File: src/rtl/project_types.sv
`default_nettype none
// project_types: shared types and stall-vector constants for the pipeline control slice.
package project_types;

  typedef logic [5:0]  stall_t;
  typedef logic [31:0] pc_t;

  typedef enum logic {
    RST_DISABLE = 1'b0,
    RST_ENABLE  = 1'b1
  } reset_status_t;

  typedef enum logic [0:0] {
    CTRL_RUN   = 1'b0,
    CTRL_FLUSH = 1'b1
  } ctrl_state_t;

  // Each value freezes the requesting stage and every stage below it.
  localparam stall_t STALL_NONE = 6'b000000;
  localparam stall_t STALL_ID   = 6'b000111;
  localparam stall_t STALL_EX   = 6'b001111;
  localparam stall_t STALL_MEM  = 6'b011111;
  localparam stall_t STALL_ALL  = 6'b111111;

endpackage
`default_nettype wire

File: src/rtl/stall_watchdog.sv
`default_nettype none
// stall_watchdog: counts consecutive requested-stall cycles and latches a sticky timeout flag.
module stall_watchdog
  import project_types::*;
#(
  parameter int STALL_TIMEOUT = 1024
) (
  input  logic          clk,
  input  reset_status_t rst,
  input  logic          req_any,
  input  logic          clr,
  output logic          timeout
);

  localparam int            CW    = $clog2(STALL_TIMEOUT + 1);
  localparam logic [CW-1:0] LIMIT = CW'(STALL_TIMEOUT);

  logic [CW-1:0] run_q, run_d;
  logic          timeout_q, timeout_d;

  always_comb begin
    run_d = '0;
    if (req_any && !clr) begin
      run_d = (run_q == '1) ? run_q : run_q + 1'b1;
    end
    timeout_d = timeout_q | (run_d >= LIMIT);
  end

  always_ff @(posedge clk) begin
    if (rst == RST_ENABLE) begin
      run_q     <= '0;
      timeout_q <= 1'b0;
    end else begin
      run_q     <= run_d;
      timeout_q <= timeout_d;
    end
  end

  assign timeout = timeout_q;

endmodule
`default_nettype wire

File: src/rtl/pipeline_ctrl.sv
`default_nettype none
// pipeline_ctrl: merges per-stage stall requests, sequences exceptions freeze -> flush,
// and tracks stall-cycle statistics plus a stuck-stall watchdog.
module pipeline_ctrl
  import project_types::*;
#(
  parameter int STALL_TIMEOUT = 1024,
  parameter int CNT_W         = 32
) (
  input  logic             clk,
  input  reset_status_t    rst,
  input  logic             stallreq_id,
  input  logic             stallreq_ex,
  input  logic             stallreq_mem,
  input  logic             excp_valid,
  input  pc_t              excp_pc,
  output stall_t           stall,
  output logic             flush,
  output pc_t              new_pc,
  output logic [CNT_W-1:0] stall_cycles,
  output logic             stall_timeout
);

  ctrl_state_t      state_q, state_d;
  logic             flush_q, flush_d;
  pc_t              new_pc_q, new_pc_d;
  logic [CNT_W-1:0] cyc_q, cyc_d;
  logic             req_any;
  logic             wd_clr;

  always_comb begin
    state_d  = state_q;
    flush_d  = 1'b0;
    new_pc_d = new_pc_q;
    stall    = STALL_NONE;
    case (state_q)
      CTRL_RUN: begin
        if (excp_valid) begin
          // Freeze everything so the excepting instruction stays put for one cycle.
          state_d  = CTRL_FLUSH;
          flush_d  = 1'b1;
          new_pc_d = excp_pc;
          stall    = STALL_ALL;
        end else if (stallreq_mem) begin
          stall = STALL_MEM;
        end else if (stallreq_ex) begin
          stall = STALL_EX;
        end else if (stallreq_id) begin
          stall = STALL_ID;
        end
      end
      CTRL_FLUSH: begin
        state_d = CTRL_RUN;
      end
      default: begin
        state_d = CTRL_RUN;
      end
    endcase
    if (rst == RST_ENABLE) begin
      stall = STALL_NONE;
    end
    cyc_d = ((stall != STALL_NONE) && (cyc_q != '1)) ? cyc_q + 1'b1 : cyc_q;
  end

  always_ff @(posedge clk) begin
    if (rst == RST_ENABLE) begin
      state_q  <= CTRL_RUN;
      flush_q  <= 1'b0;
      new_pc_q <= '0;
      cyc_q    <= '0;
    end else begin
      state_q  <= state_d;
      flush_q  <= flush_d;
      new_pc_q <= new_pc_d;
      cyc_q    <= cyc_d;
    end
  end

  assign req_any = (state_q == CTRL_RUN) && (stallreq_id || stallreq_ex || stallreq_mem);
  assign wd_clr  = (state_q == CTRL_FLUSH);

  stall_watchdog #(
    .STALL_TIMEOUT(STALL_TIMEOUT)
  ) u_watchdog (
    .clk    (clk),
    .rst    (rst),
    .req_any(req_any),
    .clr    (wd_clr),
    .timeout(stall_timeout)
  );

  assign flush        = flush_q;
  assign new_pc       = new_pc_q;
  assign stall_cycles = cyc_q;

endmodule
`default_nettype wire
File: config.mk
export PLATFORM = sky130hd
export DESIGN_NAME = pipeline_ctrl
export DESIGN_NICKNAME = d
export VERILOG_FILES = /design/src/rtl/project_types.sv /design/src/rtl/stall_watchdog.sv /design/src/rtl/pipeline_ctrl.sv
export SDC_FILE = /design/constraint.sdc
export NUM_CORES = 1
export LEC_CHECK = 0
export CAP_MARGIN = 20
export CORE_AREA = 2 2 131 69
export CTS_CLUSTER_DIAMETER = 30
export DETAILED_ROUTE_END_ITERATION = 16
export DIE_AREA = 0 0 133 71
export PLACE_DENSITY_LB_ADDON = 0.12
export SLEW_MARGIN = 10
export SYNTH_ARGS = -nofsm -noshare
export SYNTH_HDL_FRONTEND = slang
export SYNTH_SLANG_ARGS = --single-unit
export TNS_END_PERCENT = 50
File: constraint.sdc
create_clock -name clk -period 2 [get_ports clk]
set_clock_uncertainty 0.1 [all_clocks]
set_input_delay 0.4 -clock clk [delete_from_list [all_inputs] [get_ports clk]]
set_output_delay 0.4 -clock clk [all_outputs]
set_load 0.01 [all_outputs]
==> flow_metrics.py <==
metrics = {
    "run_status": {
        "status": "complete, but fails checks",
        "violations": "negative setup slack",
    },
    "job": {
        "drv_cap": 0,
    },
    "place": {
        "dpl.hpwl_um": 7971,
        "dp.cells": 675,
        "pre_cts_slack_ns": -0.6027,
        "io_buffers": 109,
        "gp_congestion": 0.8821,
        "postPlaceCellArea_mm2": 0.005127,
    },
    "synthesis": {
        "synth.most_common_cell": "nand2_1",
        "ys_ff_latch": 77,
        "synth_flop_cell": "dfxtp_1",
        "yosysUniqueCellTypes": 52,
        "synth_seq_area_share_pct": 45.01,
        "yosys-top-cells-area": "dfxtp_1 45%, nand2_1 9.4%, a21oi_1 8.8%",
        "yosysTopAreaCellShare_pct": 45.01,
        "syn_area_mm2": 0.003425,
        "yosysTopAreaCell": "dfxtp_1",
        "synth_edf_count": 0,
        "ys_top_cells_by_count": "86 x nand2_1, 77 x dfxtp_1, 60 x a21oi_1",
        "ys_warn_count": 0,
        "async_flop_share_pct": 0,
        "syn_area_per_cell_um2": 8.414,
        "syn_inst": 407,
        "synth.net_count": 447,
    },
    "power_and_ir_drop": {
        "clkPwrFrac_pct": 42.7,
        "seqPwrFrac_pct": 45.3,
        "power.switching_uw": 889.7,
        "switching_share_pct": 25.16,
        "p_leak_uw": 0.002090,
        "combPwrFrac_pct": 11.9,
        "power_uw": 3536,
        "p_int_uw": 2646,
        "power.density_mw_per_mm2": 637.3,
        "ir_worst_vdd_mv": 0.4921,
    },
    "cts": {
        "clock_latency_ns": 0.34,
        "cts_hold_buf": 0,
        "root_buffer": "clkbuf_16",
        "h-tree-depth": 3,
        "cts_buffers": 9,
        "cts.sinks": 77,
        "clockBufferDepth": 2,
        "cts_tree": "built",
        "path_clk_slew_ns": 0.06,
    },
    "critical_path": {
        "cp_data_required_time_ns": 2.13,
        "worstPathArrival_ns": 2.15,
        "path_class": "reg2reg",
        "reg2reg_to": "stall_cycles[1]",
        "rr_worst_depth": 6,
        "worst-path-max-fanout": 4,
        "cp-end-kind": "register",
        "worstSetupEndpoint": "stall_cycles[1]",
        "regToRegSetupSlack_ns": -0.02,
        "crit_path_start": "stall_cycles[9]",
        "r2r-start": "stall_cycles[9]",
        "critical_path.startpoint_type": "register",
    },
    "detailed_routing": {
        "dr_total_vias": 3690,
        "routed.top_layer": "met4",
        "wl_per_cell_um": 16.01,
        "drt-pass1-iter-count": 4,
        "via_per_inst": 5.271,
        "antenna_left": 0,
        "m1WireLength_um": 5567,
        "routed_wl_um": 11210,
        "wl_met3_um": 796,
        "route.met2.wl_um": 4714,
        "drt_iter0_drc": 274,
        "drc": 0,
    },
    "floorplan": {
        "chipHeight_um": 71,
        "core-area_mm2": 0.008378,
        "die_x_um": 133,
        "start_util_pct": 40.88,
        "fp-row-count": 24,
        "die_area_mm2": 0.009443,
        "pin_count": 110,
    },
    "global_route": {
        "antenna_found_initial": 0,
        "grt_start_max_net_pins": 40,
        "grt_first_pass_wirelength_um": 17660,
        "grt_pass1_vias": 3493,
        "grtUsageTotal_pct": 23.78,
        "gr-total-overflow": 0,
    },
    "sta": {
        "slew_headroom_pct": 69.63,
        "fin_crit_sh_pct": 101.0,
        "fmax_mhz": 495.1,
        "rsz0062_at_grt": "yes",
        "worst_pin_slew_ns": 0.4521,
        "setup_ws_ns": -0.01970,
        "min_period_ns": 2.020,
        "finalHoldViolations": 0,
        "timing.hold.ws_ns": 0.3221,
        "setup_violations": 2,
        "slew_viol_final": 0,
    },
    "worst_hold_path": {
        "min_path_type": "in2reg",
        "whs_path_depth": 3,
    },
    "finish": {
        "drive_above_1_share_pct": 26.07,
        "layout.cells.non_filler": 700,
        "area_growth_syn_to_layout_pct": 62.00,
        "fin_nets": 618,
        "postLayoutCellArea_mm2": 0.005548,
        "antennaDiodeCount": 0,
    },
}
-- placed cells by master (no fill, tap or decap), types with 3 or more instances in the layout --
master and instances:
clkdlybuf4s50_1 98, nand2_1 84, buf_4 72, dfxtp_1 63
a21oi_1 58, o31ai_1 16, nor2_1 12, nand3_1 11
nand4_1 11, or4_1 10, clkbuf_16 9, dlygate4sd2_1 9
o21ai_0 8, or3_1 7, dfxtp_2 7, dfxtp_4 7
and3_1 6, or4_2 6, and4_4 4, o311ai_0 4
buf_12 4, nor2_2 3, nor3_1 3, clkinv_4 3
and4_1 3, xnor2_1 3, inv_1 3, a21oi_2 3
buf_6 3
-- power by group through the flow --
stage / Clock (uW) / Combinational [uW] / Sequential [uW]
2_1_floorplan: 0 / 143 / 1660
3_3_place_gp: 0 / 413 / 1630
3_5_place_dp: 0 / 418 / 1640
4_1_cts: 1550 / 420 / 1600
5_1_grt: 1620 / 456 / 1610
6_report: 1510 / 422 / 1600
-- flip-flops by register name, summed over array words and instances, names as in the netlist --
signal / flops
stall_cycles: 32
u_watchdog.run_q: 11
state_q: 1
new_pc: 32
u_watchdog.timeout: 1
-- logic make-up after synthesis --
group / count (synthesis) / share of synthesized area (%)
XOR/XNOR: 5 / 1.279
buffers and inverters: 31 / 4.823
flip-flops: 77 / 45.01
AND/OR/NAND/NOR: 184 / 28.46
AO/OA/AOI/OAI: 105 / 18.67
adder cells (fa/ha/maj): 2 / 0.7306
multiplexers: 3 / 1.023
-- through the flow --
| step | TNS, ns | util, % |
|---|---|---|
| floorplan | -0.2261 | - |
| global placement | -15.04 | 61.20 |
| detailed placement | -16.11 | 61.20 |
| CTS | -0.008725 | 65.04 |
| global route | -0.6438 | 66.22 |
| finish | -0.02459 | 66.22 |
-- worst max-delay path, cell delays in order (launching register included) --
cell and delay (ns):
dfxtp_4 0.35, and3_4 0.18, or4b_4 0.48, nor4_4 0.29, buf_4 0.19, nor2_2 0.03
mux2_4 0.29
-- what timing repair did --
item                                   CTS  global route
gates cloned                             0             0
endpoints found under the hold margin    0             0
pin swaps                                5             7
resized for setup                       21            22
setup endpoints to repair               38            29
buffers inserted                         5             4
-- layer usage --
metal  track usage [%]  vias up
li1                  -     1830
met3             7.742       14
met2             34.02      116
met5                 0        -
met4             6.930        0
met1             34.13     1730
-- worst min-delay path by stage --
stage | startpoint | endpoint
after global routing | rst | state_q
after floorplan | stall_cycles[7] | stall_cycles[7]
after detailed placement | new_pc[0] | new_pc[0]
after CTS | rst | state_q
final | rst | state_q
after global placement | new_pc[9] | new_pc[9]
-- cell type report --
class                      instances  area [um2]
fill                             692        2830
multi-input combinational        299        1810
timing repair buffer             187        1719
sequential                        77        1577
clock buffer                       9       225.2
tap                              117       146.4
clock inverter                     7       50.05
inverter                           4       20.02
Power figures use the tool's default switching activity.
